<file path="src/rtl/alu_ctrl_pkg.sv">
// Shared types and constants for the ALU issue controller.
package alu_ctrl_pkg;

  typedef enum logic [1:0] {
    ST_IDLE,
    ST_ISSUE,
    ST_CAPTURE,
    ST_RESP
  } state_t;

  typedef enum logic [1:0] {
    STAT_OK      = 2'b00,
    STAT_SKIP    = 2'b01,
    STAT_ILLEGAL = 2'b10
  } status_t;

  localparam logic [3:0] COND_AL = 4'd0;
  localparam logic [3:0] COND_EQ = 4'd1;
  localparam logic [3:0] COND_NE = 4'd2;
  localparam logic [3:0] COND_CS = 4'd3;
  localparam logic [3:0] COND_CC = 4'd4;
  localparam logic [3:0] COND_MI = 4'd5;
  localparam logic [3:0] COND_PL = 4'd6;
  localparam logic [3:0] COND_VS = 4'd7;
  localparam logic [3:0] COND_VC = 4'd8;

  localparam int unsigned FLG_N = 3;
  localparam int unsigned FLG_Z = 2;
  localparam int unsigned FLG_C = 1;
  localparam int unsigned FLG_V = 0;

  localparam logic [3:0] OP_MAX  = 4'd5;
  localparam logic [2:0] SRC_MAX = 3'd3;

endpackage

</file>
<file path="src/rtl/alu_cond_eval.sv">
// Condition-code evaluation against the architectural {N,Z,C,V} flags.
module alu_cond_eval
  import alu_ctrl_pkg::*;
(
  input  logic [3:0] cond,
  input  logic [3:0] flags,
  output logic       pass
);

  always_comb begin
    pass = 1'b0;
    case (cond)
      COND_AL: pass = 1'b1;
      COND_EQ: pass = flags[FLG_Z];
      COND_NE: pass = !flags[FLG_Z];
      COND_CS: pass = flags[FLG_C];
      COND_CC: pass = !flags[FLG_C];
      COND_MI: pass = flags[FLG_N];
      COND_PL: pass = !flags[FLG_N];
      COND_VS: pass = flags[FLG_V];
      COND_VC: pass = !flags[FLG_V];
      default: pass = 1'b0;
    endcase
  end

endmodule

</file>
<file path="src/rtl/alu_issue_ctrl.sv">
// Two-requester round-robin arbiter and sequencer for the shared simple_ALU.
module alu_issue_ctrl
  import alu_ctrl_pkg::*;
#(
  parameter int unsigned TAG_W    = 4,
  parameter int unsigned ALU_WAIT = 1
) (
  input  logic                  clk,
  input  logic                  rst,
  input  logic [1:0]            req_valid,
  output logic [1:0]            req_ready,
  input  logic [1:0][31:0]      req_r1,
  input  logic [1:0][31:0]      req_r2,
  input  logic [1:0][3:0]       req_op,
  input  logic [1:0][2:0]       req_src,
  input  logic [1:0][3:0]       req_cond,
  input  logic [1:0]            req_s,
  input  logic [1:0][TAG_W-1:0] req_tag,
  output logic [31:0]           alu_r1,
  output logic [31:0]           alu_r2,
  output logic [3:0]            alu_op,
  output logic [2:0]            alu_src,
  output logic [3:0]            alu_cond,
  output logic                  alu_s,
  output logic [3:0]            alu_flags,
  input  logic [32:0]           alu_out,
  input  logic [3:0]            alu_flg,
  output logic                  rsp_valid,
  input  logic                  rsp_ready,
  output logic                  rsp_id,
  output logic [TAG_W-1:0]      rsp_tag,
  output logic [32:0]           rsp_result,
  output logic [1:0]            rsp_status,
  output logic [3:0]            flags_q
);

  state_t      state;
  status_t     pend_status;
  logic        ptr;
  logic [3:0]  cnt;
  logic [1:0]  grant;
  logic        gi;
  logic        cond_pass;
  logic        legal;

  always_comb begin
    grant = '0;
    if (state == ST_IDLE && !rst) begin
      if (req_valid == 2'b11) grant[ptr] = 1'b1;
      else                    grant      = req_valid;
    end
  end

  assign req_ready = grant;
  assign gi        = grant[1];
  assign legal     = (req_op[gi] <= OP_MAX) && (req_src[gi] <= SRC_MAX);
  assign alu_cond  = '0;
  assign alu_flags = flags_q;

  alu_cond_eval u_cond (
    .cond  (req_cond[gi]),
    .flags (flags_q),
    .pass  (cond_pass)
  );

  always_ff @(posedge clk) begin
    if (rst) begin
      state       <= ST_IDLE;
      pend_status <= STAT_OK;
      ptr         <= 1'b0;
      cnt         <= '0;
      flags_q     <= '0;
      alu_r1      <= '0;
      alu_r2      <= '0;
      alu_op      <= '0;
      alu_src     <= '0;
      alu_s       <= 1'b0;
      rsp_valid   <= 1'b0;
      rsp_id      <= 1'b0;
      rsp_tag     <= '0;
      rsp_result  <= '0;
      rsp_status  <= '0;
    end else begin
      case (state)
        ST_IDLE: begin
          if (|grant) begin
            ptr     <= ~gi;
            rsp_id  <= gi;
            rsp_tag <= req_tag[gi];
            // SKIP/ILLEGAL take one pass through CAPTURE without sampling,
            // so their response rises one edge after accept.
            if (!legal) begin
              pend_status <= STAT_ILLEGAL;
              state       <= ST_CAPTURE;
            end else if (!cond_pass) begin
              pend_status <= STAT_SKIP;
              state       <= ST_CAPTURE;
            end else begin
              pend_status <= STAT_OK;
              alu_r1      <= req_r1[gi];
              alu_r2      <= req_r2[gi];
              alu_op      <= req_op[gi];
              alu_src     <= req_src[gi];
              alu_s       <= req_s[gi];
              cnt         <= 4'(ALU_WAIT - 1);
              state       <= ST_ISSUE;
            end
          end
        end
        ST_ISSUE: begin
          if (cnt == '0) state <= ST_CAPTURE;
          else           cnt   <= cnt - 4'd1;
        end
        ST_CAPTURE: begin
          rsp_status <= pend_status;
          rsp_valid  <= 1'b1;
          state      <= ST_RESP;
          if (pend_status == STAT_OK) begin
            rsp_result <= alu_out;
            if (alu_s) flags_q <= alu_flg;
          end else begin
            rsp_result <= '0;
          end
        end
        ST_RESP: begin
          if (rsp_ready) begin
            rsp_valid <= 1'b0;
            state     <= ST_IDLE;
          end
        end
        default: state <= ST_IDLE;
      endcase
    end
  end

endmodule

</file>
<file path="config.mk">
export PLATFORM = sky130hd
export DESIGN_NAME = alu_issue_ctrl
export DESIGN_NICKNAME = d
export VERILOG_FILES = /design/src/rtl/alu_ctrl_pkg.sv /design/src/rtl/alu_cond_eval.sv /design/src/rtl/alu_issue_ctrl.sv
export SDC_FILE = /design/constraint.sdc
export NUM_CORES = 1
export LEC_CHECK = 0
export CAP_MARGIN = 20
export CORE_AREA = 5 5 126 128
export DETAILED_ROUTE_END_ITERATION = 16
export DIE_AREA = 0 0 131 133
export GPL_ROUTABILITY_DRIVEN = 0
export PLACE_DENSITY = 0.81
export SYNTH_ARGS = -nofsm -noshare
export SYNTH_HDL_FRONTEND = slang
export SYNTH_HIERARCHICAL = 1
export SYNTH_SLANG_ARGS = --single-unit
</file>
<file path="constraint.sdc">
create_clock -name clk -period 6.1 [get_ports clk]
set_input_delay 1.22 -clock clk [delete_from_list [all_inputs] [get_ports clk]]
set_output_delay 1.22 -clock clk [all_outputs]
set_load 0.01 [all_outputs]
</file>
After elaboration in Yosys (flattened, before gate mapping) --
Index checks and enable logic that the tools add are counted.
Operators by class: add/sub/neg operators 1, magnitude comparators 5, multiplexer cells 35, bitwise operators 1, reductions and logical operators 21, equality and inequality tests 18
Operators by type and width (number):
- 2-to-1 mux 32 bit | 4
- 2-to-1 mux 4 bit | 10
- 2-to-1 mux 33 bit | 1
- equality test 4 x 3 -> 1 bit (second input constant) | 4
- 2-to-1 mux 2 bit | 8
- != test 2 bit (second input constant) | 5
- case mux 1 bit (9 select lines) | 1
- equality test 4 x 2 -> 1 bit (second input constant) | 2
- logical NOT 4 bit | 2
- case mux 2 bit (4 select lines) | 1
- case mux 4 bit (2 select lines) | 1
- equality test 2 bit (second input constant) | 3
- 2-to-1 mux 3 bit | 2
- AND reduction 3 bit | 2
- logical NOT 1 bit | 5
- 2-to-1 mux 1 bit | 5
- AND reduction 5 bit | 1
- equality test 4 x 1 -> 1 bit (second input constant) | 1
- equality test 4 bit (second input constant) | 1
- less-or-equal comparator 4 x 3 -> 1 bit (second input constant) | 1
- logical NOT 2 bit | 2
- less-than comparator 1 x 2 -> 1 bit (second input constant) | 2
- AND reduction 2 bit | 2
- AND reduction 4 bit | 1
- other kinds (11) | 14
Storage, ports and cells: flip-flop bits (word level) 126, output and inout bits 127, logic and storage cells 96, bits of input ports 202

Depth between registers and ports, before layout --
Gate-level depths: netlist of the first run.
depth in word-level cells 14, gate-level depth with buffers 18, depth with buffers taken out 15

Cells and area by module --
The synthesis of the first run kept the hierarchy.
By module, submodules not included:
- alu_issue_ctrl | area an instance 5440.2 um^2, cells each 698, seq. area each 2522.4 um^2, times used 1
- alu_cond_eval | area an instance 75.1 um^2, cells each 8, seq. area each 0.0 um^2, times used 1

Least setup slack after synthesis of the first run --
No wires, ideal clock.
path kind input to register, from input req_valid[1], to register alu_r1[10], setup time 0.091 ns, stages on the path 16, setup slack 2.028 ns, data required time 6.009 ns, arrival time 3.981 ns, path buffers 4, cell sequence and3b_1 > nand2_1 > buf_2 > buf_1 > nand2_1 > nand2_1 > mux2_2 > a21oi_1 > a32o_1 > inv_1 > a211o_1 > a21oi_2 > buf_4 > buf_4 > nor2_1 > a311oi_1
On the way: word-level cells in the longest chain between the ends 8, elaborated cells between the ends (all ways) 26, those cells by class order compare: 2; eq/ne: 9; mux: 11; reduce/logical: 4
RTL lines:
- from (decl) | RTL line alu_issue_ctrl.sv:10 | input logic [1:0] req_valid,
- equality test 2 bit | RTL line alu_issue_ctrl.sv:49 | if (req_valid == 2'b11) grant[ptr] = 1'b1;
- 2-to-1 mux 2 bit (*) | RTL line alu_issue_ctrl.sv:49
- 2-to-1 mux 2 bit (*) | RTL line alu_issue_ctrl.sv:48 | if (state == ST_IDLE && !rst) begin
- 2-to-1 mux 4 bit (implied by the code) (*) (2 in a row) | RTL line alu_issue_ctrl.sv:61 | .cond (req_cond[gi]),
- equality test 4 bit, or another cell as far along | RTL line alu_cond_eval.sv:12 | case (cond)
- case mux 1 bit (9 select lines) (*) | RTL line alu_cond_eval.sv:12
- net cond_pass | RTL line alu_issue_ctrl.sv:43 | logic cond_pass;
- AND reduction 4 bit (no source line) (*)
- to (signal assigned) | RTL line alu_issue_ctrl.sv:100 | alu_r1 <= req_r1[gi];
- to (decl) | RTL line alu_issue_ctrl.sv:19 | output logic [31:0] alu_r1,
The timed path passes the listed nets; every way through them passes the cells marked *. The select of a mux whose other input is x is not followed. A chain may end at the register's enable or synchronous reset.

Final worst setup path of the first run --
from input req_valid[1], to register alu_r1[25]
The elaborated chain is that of the path after synthesis.

==> impl_metrics.py, run 1 <==
metrics = {
    "cts": {
        "postCtsSetupBuffers": 0,
        "clock-root-buffer": "clkbuf_16",
        "clk_latency_ns": 0.42,
        "cts_buffer_depth": 2,
        "cts-resized-gates": 0,
        "clk_pin_slew_ns": 0.06,
        "ctsHoldBuffers": 0,
        "cts.sinks": 126,
        "cts_tree": "built",
        "htreeDepth": 4,
        "cts_buffers": 17,
    },
    "die": {
        "rows": 45,
        "ios": 329,
        "chipWidth_um": 131,
        "dieArea_sq_um": 17400,
        "start_util_pct": 37.4,
        "die_y_um": 133,
        "core_area_sq_um": 14800,
    },
    "yosys": {
        "yosysSeqAreaShare_pct": 45.7,
        "synth-edff-count": 0,
        "ys_types": 39,
        "synthCells": 706,
        "avgSynthCellArea_sq_um": 7.81,
        "synthFlopType": "dfxtp_1",
        "ys_ff_latch": 126,
        "async_reset_ff_share_pct": 0,
        "yosys_warnings": 6,
        "synth_area_sq_um": 5520,
    },
    "grt": {
        "grt_pass1_wl_um": 29800,
        "grt_pass1_vias": 5818,
        "overflow": 0,
        "antenna_found_initial": 0,
        "grt_use_total_pct": 21.7,
        "grt_start_max_net_pins": 121,
    },
    "place": {
        "place_area_sq_um": 8800,
        "pre_cts_ws_ns": 1.51,
        "dp_cells": 1167,
        "hpwl_um": 14400,
        "portBuffers": 324,
    },
    "detailed_routing": {
        "vias": 5984,
        "drtPass1Iterations": 4,
        "drt_iter0_markers": 224,
        "wire_per_inst_um": 16.5,
        "finalWirelength_um": 19800,
        "drc": 0,
        "vias_per_cell": 5.00,
        "postRouteAntennaNets": 0,
    },
    "setup_path": {
        "worst_path_most_repeated_cell": "nand2_1",
        "critPathCaptureType": "flop",
        "rr_startpoint": "state[0]",
        "crit_path_max_fanout": 120,
        "worstPathCellList": "clkdlybuf4s50_1 -> and3b_1 -> nand2_2 -> inv_2 -> nand2_1 -> nand2_1 -> mux2_2 -> a21oi_1 -> a32o_1 -> inv_1 -> a211o_1 -> a21oi_4 -> buf_12 -> nor2_1 -> a311oi_1",
        "cp.arrival_ns": 4.53,
        "rrSetupSlack_ns": 2.43,
        "cp-startpoint": "req_valid[1]",
        "start_kind": "primary input",
        "crit_path_end": "alu_r1[25]",
        "worstReg2RegEnd": "alu_r1[25]",
        "path_class": "in2reg",
        "cpPeakStageDelay_ns": 0.55,
        "rr_worst_depth": 16,
        "slowest_stage": "clkdlybuf4s50_1",
        "critPathRequiredTime_ns": 6.41,
    },
    "flow_run": {
        "maxCapViolCount": 0,
    },
    "timing": {
        "rsz0062_at_grt": "no",
        "hold_viol_final": 0,
        "slew_headroom_pct": 39.3,
        "tns_ns": 0,
        "fin_ws_ns": 1.88,
        "maxSlewViolCount": 0,
        "fin_crit_sh_pct": 69.1,
        "timing.fmax_mhz": 237,
        "skew_ns": 0.00812,
        "setup_viol": 0,
        "worst_slew_pin_slew_ns": 0.910,
        "period_minus_slack_ns": 4.22,
    },
    "final_layout": {
        "final_core_util_pct": 63.5,
        "area_growth_pct": 69.8,
        "final_common_cell": "clkdlybuf4s50_1",
        "final_cells": 1197,
        "multiInputGateArea_sq_um": 2700,
        "fin_area_sq_um": 9360,
        "layout_common_cells": "clkdlybuf4s50_1 (323), nand2_1 (180), dfxtp_1 (126)",
        "drive_gt1_share_pct": 4.26,
        "layout.nets": 1206,
        "nFillCells": 1261,
        "antenna_cells": 0,
        "regArea_sq_um": 2520,
    },
    "power_and_ir_drop": {
        "p_per_area_nw_per_um2": 300,
        "power_leakage_nw": 3.47,
        "irDropWorstVdd_mv": 0.203,
    },
    "worst_hold_path": {
        "hold_path_class": "reg2reg",
    },
    "outcome": {
        "status": "finished clean",
    },
}
worst max-delay path: cells and delay by family:
family / cells / cell delay, ns
multiplexers: 1 / 0.34
buffers and inverters: 4 / 1.12
AND/OR/NAND/NOR: 5 / 0.62
AO/OA/AOI/OAI: 5 / 1.13
how the worst min path moves through the flow:
stage                   startpoint             end  slack, ns  depth (start not counted)
finish                  alu_src[2]      alu_src[2]       0.47                          1
global route            alu_src[2]      alu_src[2]       0.49                          1
CTS                     alu_src[2]      alu_src[2]       0.48                          1
detailed placement      alu_src[2]      alu_src[2]       0.47                          1
global placement        alu_src[2]      alu_src[2]       0.46                          1
floorplan           pend_status[0]  pend_status[0]       0.44                          2
power breakdown:
| group | internal [mW] | leakage, nW | switching, mW | total (mW) |
|---|---|---|---|---|
| logic | 0.422 | 2.17 | 0.441 | 0.863 |
| clock network | 0.626 | 0.279 | 0.352 | 0.978 |
| registers | 0.917 | 1.02 | 0.0500 | 0.967 |
| total | 1.96 | 3.47 | 0.843 | 2.81 |
synthesized netlist by cell type, drive strengths merged, types with 5 or more instances:
master | n | area share, %
dfxtp | 126 | 46
clkbuf | 34 | 2.3
a21oi | 50 | 4.6
nand2 | 181 | 12
nor2b | 35 | 4.0
ha | 6 | 1.4
buf | 27 | 2.8
nor2 | 116 | 7.9
inv | 9 | 0.61
a211o | 5 | 0.79
a311oi | 75 | 12
nand3 | 6 | 0.54
per-stage QoR:
step	total power, mW	hold WS, ns
floorplan	1.44	0.445
global placement	1.84	0.462
detailed placement	1.85	0.469
CTS	2.84	0.477
global route	2.96	0.489
finish	2.81	0.474
state kept, by name (all words and copies together), names as in the netlist:
name         cells
alu_flags        4
alu_op           4
alu_r1          32
alu_r2          32
alu_s            1
alu_src          3
cnt              4
pend_status      2
ptr              1
rsp_id           1
rsp_result      33
rsp_status       2
rsp_tag          4
rsp_valid        1
state            2
cell families after synthesis:
| family | Yosys count | share of synthesized area [%] |
|---|---|---|
| mux | 5 | 1.16 |
| fa+ha+maj | 6 | 1.36 |
| flops | 126 | 45.7 |
| buf+inv | 70 | 5.76 |
| simple gates | 353 | 26.6 |
| other cells | 1 | 0.0680 |
| compound gates | 145 | 19.3 |
final cells by class:
class / instances / area share (%)
multi-input combinational: 513 / 28.8
sequential: 126 / 26.9
clock buffer: 23 / 5.10
timing repair buffer: 331 / 35.3
clock inverter: 7 / 0.935
inverter: 9 / 0.361
tap: 188 / 2.51
metal layers:
| layer | global-route usage [%] | share of wire (%) | wire (um) |
|---|---|---|---|
| met1 | 24.7 | 39 | 7710 |
| met3 | 8.40 | 11 | 2100 |
| met4 | 7.43 | 2.3 | 454 |
| met5 | 0 | 0 | 0 |
| met2 | 36.9 | 48 | 9500 |
Power figures use the tool's default switching activity.
==> run 2: changes to the inputs <==
Settings changed: CORE_AREA 5 5 126 128 to unset, CORE_MARGIN set to 5, CORE_UTILIZATION set to 38, DIE_AREA 0 0 131 133 to unset.
Clock period 6.1 ns to 3.9 ns, I/O delays scaled along.
==> impl_metrics.py, run 2 (synthesis results as in run 1) <==
metrics = {
    "cts": {
        "htreeDepth": 4,
        "cts_buffers": 17,
        "postCtsSetupBuffers": 0,
        "clk_latency_ns": 0.42,
        "cts_tree": "built",
        "cts-resized-gates": 0,
        "cts_buffer_depth": 2,
        "clock-root-buffer": "clkbuf_16",
        "clk_pin_slew_ns": 0.05,
        "cts.sinks": 126,
        "ctsHoldBuffers": 0,
    },
    "die": {
        "dieArea_sq_um": 17000,
        "start_util_pct": 38.4,
        "chipWidth_um": 130,
        "rows": 44,
        "ios": 329,
        "die_y_um": 130,
        "core_area_sq_um": 14400,
    },
    "grt": {
        "grt_use_total_pct": 22.1,
        "grt_pass1_wl_um": 29200,
        "overflow": 0,
        "antenna_found_initial": 2,
        "grt_pass1_vias": 5693,
        "grt_start_max_net_pins": 85,
    },
    "timing": {
        "skew_ns": 0.00975,
        "timing.fmax_mhz": 287,
        "rsz0062_at_grt": "no",
        "maxSlewViolCount": 0,
        "slew_headroom_pct": 41.4,
        "setup_viol": 0,
        "worst_slew_pin_slew_ns": 0.879,
        "period_minus_slack_ns": 3.49,
        "hold_viol_final": 0,
        "fin_crit_sh_pct": 89.4,
        "tns_ns": 0,
    },
    "final_layout": {
        "reg_top3": "rsp_result x33, alu_r1 x32, alu_r2 x32",
        "largest_reg_flops": 33,
        "final_cells": 1199,
        "layout_common_cells": "clkdlybuf4s50_1 (323), nand2_1 (180), dfxtp_1 (126)",
        "largest-register": "rsp_result",
        "layout.nets": 1211,
        "final_common_cell": "clkdlybuf4s50_1",
        "drive_gt1_share_pct": 4.84,
        "area_growth_pct": 70.8,
        "final_core_util_pct": 65.6,
    },
    "setup_path": {
        "worstReg2RegEnd": "alu_r2[21]",
        "start_kind": "primary input",
        "crit_path_max_fanout": 72,
        "rrSetupSlack_ns": 0.46,
        "rr_worst_depth": 16,
        "worstPathCellList": "clkdlybuf4s50_1 -> and3b_1 -> nand2_2 -> inv_2 -> nand2_1 -> nand2_1 -> mux2_2 -> a21oi_1 -> a32o_1 -> inv_1 -> a211o_1 -> a21oi_4 -> buf_12 -> nor2_1 -> a311oi_1",
        "cp.arrival_ns": 3.80,
        "worst_path_most_repeated_cell": "nand2_1",
        "path_class": "in2reg",
        "cp-startpoint": "req_valid[1]",
        "crit_path_end": "alu_r2[21]",
        "cpPeakStageDelay_ns": 0.49,
        "rr_startpoint": "state[0]",
        "slowest_stage": "clkdlybuf4s50_1",
        "critPathRequiredTime_ns": 4.22,
        "critPathCaptureType": "flop",
    },
    "detailed_routing": {
        "vias_per_cell": 4.97,
        "drt_iter0_markers": 250,
        "drtPass1Iterations": 4,
        "vias": 5964,
        "wire_per_inst_um": 16.3,
        "finalWirelength_um": 19500,
        "drc": 0,
        "postRouteAntennaNets": 0,
    },
    "power_and_ir_drop": {
        "power_mw": 4.39,
        "power_leakage_nw": 3.50,
        "irDropWorstVdd_mv": 0.321,
        "p_per_area_nw_per_um2": 466,
    },
    "worst_hold_path": {
        "hold_path_class": "reg2reg",
    },
    "place": {
        "portBuffers": 324,
        "dp_cells": 1168,
        "hpwl_um": 14300,
    },
    "flow_run": {
        "maxCapViolCount": 0,
    },
    "outcome": {
        "status": "finished clean",
    },
}
## run 2: cell types whose count changed in the layout (fill, tap and decap cells not counted), sizes merged
cell	previous run	this run
buf	8	13
diode	0	2
clkbuf	23	22
## run 2: cell type report
type,count,area [sq um]
fillers,1216,4950
repair buffers,336,3360
multi-input cells,513,2700
flip-flops and latches,126,2520
clock buffers,22,484
well taps,184,230
clock inverters,7,87.6
inverters,9,33.8
diodes,2,5.00
## run 2: worst min-delay path by stage
stage | from | endpoint | cells after the start
after floorplan | pend_status[0] | pend_status[0] | 2
after global placement | alu_op[3] | alu_op[3] | 1
after detailed placement | alu_src[2] | alu_src[2] | 1
after CTS | alu_src[2] | alu_src[2] | 1
after global routing | alu_op[3] | alu_op[3] | 1
final | alu_src[2] | alu_src[2] | 1
## run 2: through the flow
| step | area, sq um | setup slack [ns] | hold slack, ns |
|---|---|---|---|
| 2_1_floorplan | 5530 | 0.268 | 0.445 |
| 3_3_place_gp | 8840 | 0.0785 | 0.462 |
| 3_5_place_dp | 8840 | -0.0319 | 0.469 |
| 4_1_cts | 9420 | 0.404 | 0.476 |
| 5_1_grt | 9420 | 0.0857 | 0.492 |
| 6_report | 9420 | 0.413 | 0.472 |
## run 2: power by group
part | internal, mW | switching, mW
Combinational | 0.668 | 0.688
Clock | 0.991 | 0.539
Sequential | 1.43 | 0.0740
Total | 3.09 | 1.30
## run 2: layer usage
| layer | track usage, % | vias to the layer above | wire (um) |
|---|---|---|---|
| met2 | 37.9 | 251 | 9570 |
| met5 | 0 | - | 0 |
| met3 | 9.19 | 29 | 2150 |
| met1 | 24.3 | 2685 | 7270 |
| li1 | - | 2999 | - |
| met4 | 8.71 | 0 | 494 |
## run 2: critical path: cells and delay by family
family | cells | cell delay (ns)
AO/OA/AOI/OAI | 5 | 1.13
multiplexers | 1 | 0.34
buffers and inverters | 4 | 0.92
AND/OR/NAND/NOR | 5 | 0.58
